### src/rtl/rr_mux_sel_pkg.sv
// Shared constants, state encoding and helpers for the round-robin mux select generator.
package rr_mux_sel_pkg;

  localparam int unsigned N_REQ = 4;
  localparam int unsigned SEL_W = 2;

  typedef enum logic {
    ST_IDLE  = 1'b0,
    ST_GRANT = 1'b1
  } state_e;

  // One-hot grant vector for a requester index.
  function automatic logic [N_REQ-1:0] onehot(input logic [SEL_W-1:0] idx);
    return N_REQ'(1) << idx;
  endfunction

endpackage

### src/rtl/rr_pick4.sv
// Combinational round-robin picker: first set request scanning last+1, last+2, ... mod 4.
module rr_pick4
  import rr_mux_sel_pkg::*;
(
  input  logic [N_REQ-1:0] req_i,
  input  logic [SEL_W-1:0] last_i,
  output logic [SEL_W-1:0] idx_o,
  output logic             any_o
);

  logic [SEL_W-1:0] cand;
  logic             found;

  always_comb begin
    idx_o = '0;
    found = 1'b0;
    cand  = '0;
    for (int unsigned k = 1; k <= N_REQ; k++) begin
      // Index arithmetic wraps naturally modulo N_REQ at SEL_W bits.
      cand = SEL_W'(32'(last_i) + k);
      if (!found && req_i[cand]) begin
        idx_o = cand;
        found = 1'b1;
      end
    end
  end

  assign any_o = |req_i;

endmodule

### src/rtl/rr_mux_sel.sv
// Round-robin select generator for mux4to1 with a max-hold timeout and registered sampling of Y.
module rr_mux_sel
  import rr_mux_sel_pkg::*;
#(
  parameter int unsigned HOLD_MAX = 8,
  parameter int unsigned CNT_W    = 4
) (
  input  logic             clk,
  input  logic             rst,
  input  logic [N_REQ-1:0] req,
  input  logic             ack,
  input  logic             y,
  output logic [SEL_W-1:0] sel,
  output logic [N_REQ-1:0] gnt,
  output logic             valid,
  output logic             y_q,
  output logic             y_vld
);

  state_e           state_q, state_d;
  logic [SEL_W-1:0] sel_q, sel_d;
  logic [SEL_W-1:0] last_q, last_d;
  logic [N_REQ-1:0] gnt_q, gnt_d;
  logic             valid_q, valid_d;
  logic             samp_q, samp_d;
  logic             svld_q, svld_d;
  logic [CNT_W-1:0] cnt_q, cnt_d;

  logic [SEL_W-1:0] pick_idx;
  logic             pick_any;
  logic             release_c;

  rr_pick4 u_pick (
    .req_i  (req),
    .last_i (last_q),
    .idx_o  (pick_idx),
    .any_o  (pick_any)
  );

  assign release_c = ack || !req[sel_q] || (cnt_q == CNT_W'(HOLD_MAX - 1));

  // Next-state and output logic.
  always_comb begin
    state_d = state_q;
    sel_d   = sel_q;
    last_d  = last_q;
    gnt_d   = gnt_q;
    valid_d = valid_q;
    samp_d  = samp_q;
    svld_d  = svld_q;
    cnt_d   = cnt_q;

    unique case (state_q)
      ST_IDLE: begin
        svld_d = 1'b0;
        if (pick_any) begin
          sel_d   = pick_idx;
          gnt_d   = onehot(pick_idx);
          valid_d = 1'b1;
          cnt_d   = '0;
          state_d = ST_GRANT;
        end
      end
      ST_GRANT: begin
        samp_d = y;
        svld_d = 1'b1;
        cnt_d  = cnt_q + CNT_W'(1);
        // sel is kept on release so the final sample and the idle mux path stay on the last grantee.
        if (release_c) begin
          gnt_d   = '0;
          valid_d = 1'b0;
          last_d  = sel_q;
          state_d = ST_IDLE;
        end
      end
      default: state_d = ST_IDLE;
    endcase
  end

  // State register with synchronous reset; last=3 gives requester 0 first priority.
  always_ff @(posedge clk) begin
    if (rst) begin
      state_q <= ST_IDLE;
      sel_q   <= '0;
      last_q  <= SEL_W'(N_REQ - 1);
      gnt_q   <= '0;
      valid_q <= 1'b0;
      samp_q  <= 1'b0;
      svld_q  <= 1'b0;
      cnt_q   <= '0;
    end else begin
      state_q <= state_d;
      sel_q   <= sel_d;
      last_q  <= last_d;
      gnt_q   <= gnt_d;
      valid_q <= valid_d;
      samp_q  <= samp_d;
      svld_q  <= svld_d;
      cnt_q   <= cnt_d;
    end
  end

  assign sel   = sel_q;
  assign gnt   = gnt_q;
  assign valid = valid_q;
  assign y_q   = samp_q;
  assign y_vld = svld_q;

endmodule

### config.mk
export PLATFORM = sky130hd
export DESIGN_NAME = rr_mux_sel
export DESIGN_NICKNAME = d
export VERILOG_FILES = /design/src/rtl/rr_mux_sel_pkg.sv /design/src/rtl/rr_pick4.sv /design/src/rtl/rr_mux_sel.sv
export SDC_FILE = /design/constraint.sdc
export NUM_CORES = 1
export LEC_CHECK = 0
export ABC_AREA = 1
export CAP_MARGIN = 20
export CORE_MARGIN = 3
export CORE_UTILIZATION = 46
export DETAILED_ROUTE_END_ITERATION = 16
export PLACE_DENSITY = 0.84
export REMOVE_ABC_BUFFERS = 1
export SLEW_MARGIN = 0
export SYNTH_ARGS = -nofsm -noshare
export SYNTH_HDL_FRONTEND = slang
export SYNTH_SLANG_ARGS = --single-unit
### constraint.sdc
create_clock -name clk -period 1.4 [get_ports clk]
set_clock_uncertainty 0.1 [all_clocks]
set_input_delay 0.28 -clock clk [delete_from_list [all_inputs] [get_ports clk]]
set_output_delay 0.28 -clock clk [all_outputs]
set_load 0.05 [all_outputs]
# --- Yosys cells after proc, flatten, opt, wreduce, memory -nomap -nowiden ---
# Index checks and enable logic that the tools add are counted.
word_totals:
  latchBits: 0
  input_bits: 8
  mem_bits_rw: 0
  memories: 0
  reg_bits: 16
  rom_bits: 0
classes:
  bitwise: 1
  n_eq_ne: 3
  multipliers: 0
  mux: 29
  n_lt_le_gt_ge: 5
  n_reduce_logical: 13
  shift: 1
  div: 0
  addsub: 5
op_table:
  columns: ["cell", "n"]
  rows:
  - ["case mux 4 bit (2 select lines)", 2]
  - ["less-than comparator 2 x 3 -> 1 bit (second input constant)", 5]
  - ["two-way mux 1 bit", 12]
  - ["two-way mux 4 bit", 3]
  - ["binary-select mux 1 bit (select 2 bit)", 5]
  - ["two-way mux 2 bit", 4]
  - ["case mux 1 bit (2 select lines)", 3]
  - ["AND reduction 2 bit", 3]
  - ["adder 2 x 1 -> 2 bit (second input constant)", 2]
  - ["adder 2 bit (second input constant)", 2]
  - ["adder 4 x 1 -> 4 bit (second input constant)", 1]
  - ["== test 4 x 3 -> 1 bit (second input constant)", 1]
  - ["zero test 1 bit", 4]
  - ["OR reduction 4 bit", 1]
  - ["left shift 1 x 2 -> 4 bit (first input constant)", 1]
  - ["logical AND 1 bit", 3]
  - ["logical OR 1 bit", 2]
  - ["inequality test 2 x 1 -> 1 bit (second input constant)", 1]
  - ["inequality test 2 bit (second input constant)", 1]
  - ["NOT 1 bit", 1]

# --- Logic depth before layout (Yosys ltp) ---
depth:
  depth_word: 16
  ltp_mapped: 14
  depth_no_buf: 12

# --- By module ---
# A second synthesis with hierarchy kept.
unflattened:
  hier_cells: 130
  hier_area_um2: 927.1
modules_own_cells:
  columns: ["module", "instances", "area_each_um2", "cells_each"]
  rows:
  - ["rr_mux_sel", 1, 625.6, 80]
  - ["rr_pick4", 1, 301.5, 50]

# --- Least setup slack after synthesis ---
# OpenSTA, ideal clock, no wires.
synth_path:
  path_type: "register to register"
  startpoint: "reg sel_q[0], in the netlist sel[0]"
  endpoint: "reg gnt_q[0], in the netlist gnt[0]"
  t_required_ns: 1.168
  t_arrival_ns: 1.546
  path_stages_with_launch: 8
  path_slack_ns: -0.378
  n_path_buf: 0
  setup_ns: 0.132
  path_cell_list: "dfxtp_1 a21oi_1 o21ai_0 o21ai_0 a21oi_1 nor2_1 nand2_1 a21oi_1"
synth_via:
  elab_chain_len: 7
synth_rtl:
  columns: ["item", "line", "source"]
  rows:
  - ["from (decl)", "rr_mux_sel.sv:21", "logic [SEL_W-1:0] sel_q, sel_d;"]
  - ["from (signal assigned)", "rr_mux_sel.sv:93", "sel_q <= sel_d;"]
  - ["binary-select mux 1 bit (select 2 bit)", "rr_mux_sel.sv:40", "assign release_c = ack || !req[sel_q] || (cnt_q == CNT_W'(HOLD_MAX - 1));"]
  - ["two-way mux 1 bit (not written as such)", "rr_mux_sel.sv:40", null]
  - ["zero test 1 bit", "rr_mux_sel.sv:40", null]
  - ["logical OR 1 bit (2 in a row)", "rr_mux_sel.sv:40", null]
  - ["inequality test 2 x 1 -> 1 bit (no source line)", null, null]
  - ["AND reduction 2 bit (no source line)", null, null]
  - ["to (signal assigned)", "rr_mux_sel.sv:95", "gnt_q <= gnt_d;"]
  - ["to (decl)", "rr_mux_sel.sv:23", "logic [N_REQ-1:0] gnt_q, gnt_d;"]
# Every way passes these cells. The select of a mux whose other input is x is not followed.
# A chain may end at the register's enable or synchronous reset.

# --- Final worst setup path ---
layout_path:
  startpoint: "reg last_q[0]"
  endpoint: "reg gnt_q[0], in the netlist gnt[0]"
layout_via:
  elab_chain_len: 16
  word_cells_on_any_way: 28
  cone_classes: "4 x add/sub; 1 x shift; 17 x mux; 6 x reduce/logical"
layout_rtl:
  columns: ["item", "line", "source"]
  rows:
  - ["from (decl)", "rr_mux_sel.sv:22", "logic [SEL_W-1:0] last_q, last_d;"]
  - ["from (signal assigned)", "rr_mux_sel.sv:85", "last_q <= SEL_W'(N_REQ - 1);"]
  - ["from (signal assigned)", "rr_mux_sel.sv:94", "last_q <= last_d;"]
  - ["adder 2 x 1 -> 2 bit", "rr_pick4.sv:20", "cand = SEL_W'(32'(last_i) + k);"]
  - ["binary-select mux 1 bit (select 2 bit)", "rr_pick4.sv:21", "if (!found && req_i[cand]) begin"]
  - ["two-way mux 1 bit (not written as such)", "rr_pick4.sv:21", null]
  - ["two-way mux 1 bit", "rr_pick4.sv:21", null]
  - ["zero test 1 bit", "rr_pick4.sv:21", null]
  - ["logical AND 1 bit", "rr_pick4.sv:21", null]
  - ["two-way mux 1 bit", "rr_pick4.sv:21", null]
  - ["zero test 1 bit", "rr_pick4.sv:21", null]
  - ["logical AND 1 bit", "rr_pick4.sv:21", null]
  - ["two-way mux 1 bit", "rr_pick4.sv:21", null]
  - ["zero test 1 bit", "rr_pick4.sv:21", null]
  - ["logical AND 1 bit", "rr_pick4.sv:21", null]
  - ["two-way mux 2 bit (*)", "rr_pick4.sv:21", null]
  - ["left shift 1 x 2 -> 4 bit (*)", "rr_mux_sel_pkg.sv:14", "return N_REQ'(1) << idx;"]
  - ["two-way mux 4 bit (*)", "rr_mux_sel.sv:56", "if (pick_any) begin"]
  - ["case mux 4 bit (2 select lines) (*)", "rr_mux_sel.sv:53", "unique case (state_q)"]
# Mark *: on every way between the ends. The rest lies on a longest branch, timed or not. The select of a mux whose other input is x is not followed.

==> reports/metrics.yaml <==
routing:
  via_count: 1172
  dr.pass1.iters: 4
  vias_per_cell: 5.75
  postRouteAntennaNets: 0
  post_drt_wl_per_cell_microns: 14.7
  wirelength_microns: 3010
  route.detailed.drc: 0
  first_iter_violations: 59
timing:
  fin_crit_ps: 1580
  hold_viol_final: 0
  setup_ws_ps: -184
  rsz0062_at_grt: "yes"
  post-route-period-util: 1.13
  finalSetupViolCount: 6
  worstMarginPinSlew_ps: 285
  maxSlewViolCount: 0
  fmax_mhz: 631
  relSlewSlack: 0.808
yosys:
  synthTopCellsByArea: "dfxtp_1 33%, nand2_1 12%, a21oi_1 6.6%, nand3_1 6.1%, nand2_2 5.7%"
  synth-simple-area-share: 0.430
  yosys_warnings: 0
  avgSynthCellArea_sq_um: 6.95
  synthAdderAreaFrac: 0.0128
  muxShareOfSynthArea: 0
  syn_inst: 141
  synth_top_cell_area_share: 0.327
  yosysUniqueCellTypes: 24
  synth_compound_area_frac: 0.128
  yosys.area.top_type: "dfxtp_1"
  yosysSeqAreaShare: 0.327
  ys_ff_latch: 16
  synth_area_sq_um: 980
  synth_top_family_by_area: "simple AND/OR/NAND/NOR gates"
  synth_xor_area_frac: 0
placement:
  dp.cells: 199
  gp_congestion: 0.816
  dp_hpwl_microns: 2010
  io_buffer_count: 16
  pre_cts_slack_ps: -559
run_status:
  status: "complete, but fails checks"
  failed_checks: "setup timing"
grt:
  grtUsageTotal: 0.222
  grt_pass1_vias: 1058
  grt_overflow: 0
  grt_max_degree: 10
  grt_pass1_wl_microns: 4510
  antenna_found_initial: 0
clock_tree:
  cts.path.max_buffers: 2
  cts_setup_buffers: 0
  clkLatencyLatePin_ps: 300
  path_clk_slew_ps: 100
  cts_hold_buf: 0
  root_buffer: "clkbuf_4"
  cts.sinks: 16
  h-tree-depth: 1
  cts_tree: "done"
  cts_buffers: 3
finish:
  nets: 187
  fin_cells: 204
  area.growth.synth_to_final_pct: 53.4
  n_antenna_cell: 0
  fill_cells: 109
  drive_above_1_share: 0.412
hold_path:
  worstHoldPathCells: 2
  hold_path.class: "register to register"
critical_path:
  cp_data_arrival_time_ps: 1690
  critical_path_required_ps: 1500
  crit_type: "register to register"
  endpoint_kind: "register"
  r2r_cells: 12
  crit_fanout: 5
  crit_path_start_kind: "register"
floorplan:
  fp.coreArea_sq_um: 1980
  die_area_sq_um: 2720
  fp.dieH_microns: 52.2
  die_w_microns: 52.2
  ios: 17
  initial_core_util: 0.494
  placementRows: 16
power:
  power_leakage_nw: 0.727
  powerDensity_nw_per_um2: 1260
  vdd_drop_max_uv: 959
job:
  drv_cap: 0
layout by cell type, fill, tap and decap left out, types with 3 or more instances in the layout:
| master | instances |
|---|---|
| nand2_4 | 11 |
| dlygate4sd2_1 | 4 |
| a21oi_2 | 4 |
| nor2_2 | 4 |
| inv_1 | 13 |
| nand3_2 | 4 |
| nand4_1 | 6 |
| buf_4 | 16 |
| a21oi_1 | 9 |
| buf_12 | 9 |
| clkbuf_4 | 3 |
| nand2_2 | 9 |
| o21ai_0 | 6 |
| clkdlybuf4s50_1 | 3 |
| nand3_1 | 9 |
| nand2_1 | 26 |
| nor2_1 | 9 |
| dfxtp_1 | 14 |
cell families after synthesis:
kind of cell | count (synthesis)
simple gates | 82
buf+inv | 19
compound gates | 23
flops | 16
fa+ha+maj | 1
worst paths after layout:
kind / startpoint / end / slack, ps
min: gnt[0] / gnt[0] / 410
max reg2reg: last_q[0] / gnt[0] / -180
min reg2reg: gnt[0] / gnt[0] / 410
max: last_q[0] / gnt[0] / -180
through the flow:
step	TNS [ps]	hold WS, ps	area [sq um]	power, mW	utilization
2_1_floorplan	-2480	249	945	1.08	-
3_3_place_gp	-5250	378	1360	1.44	0.688
5_1_grt	-1860	433	1500	1.99	0.758
4_1_cts	-884	405	1460	1.84	0.735
6_report	-972	406	1500	1.90	0.758
3_5_place_dp	-6360	394	1360	1.47	0.688
where the power goes:
group          internal [mW]  switching, mW  total (mW)
logic                  0.420          0.587        1.01
clock network          0.159          0.160       0.319
registers              0.514         0.0577       0.572
critical path: stages (launching register included):
cell     delay (ps)
dfxtp_2         360
buf_6           130
inv_8            50
nand2_4          70
nand2_4          60
nand2_4         100
nand2_4          60
nor2_4          130
nand4_1         110
nand2_2         130
inv_2            50
nand3_1          80
a21oi_1          60
sequential cells by signal, indices dropped and copies added, names as in the netlist:
register	count
gnt	4
y_vld	1
state_q	1
y_q	1
valid	1
sel	2
cnt_q	4
last_q	2
layer usage:
metal  wire, microns  global-route usage
met1            1180               0.255
met2            1490               0.383
met3             223              0.0487
met4             109               0.111
met5               0                   0
Yosys cell counts:
cell type and instances:
a21oi_1 13, dfxtp_1 16, nor3_1 1, nor2_1 12
nand2_4 5, inv_2 1, clkbuf_1 1, o21ai_0 7
nand2_2 9, inv_6 1, nand3_2 1, nor2_2 1
nand3_1 12, a32o_1 1, nand2_1 32, buf_12 1
or2_2 1, buf_6 1, ha_1 1, o211ai_1 2
nand4_1 6, inv_1 14, nor2_4 1, nand3b_1 1
area by class of cell:
type                       count  area [sq um]  area share
multi-input combinational    106           648       0.431
timing repair buffer          34           388       0.258
sequential                    16           323       0.215
inverter                      16          67.6      0.0450
clock buffer                   4          36.3      0.0241
tap                           27          33.8      0.0225
timing repair inverter         1          6.26     0.00416
timing repair:
action	CTS	global route
gates resized for setup	23	12
setup endpoints to repair	14	10
gates cloned	1	0
pin swaps	12	7
No activity file was read; power rests on OpenSTA's default activity.
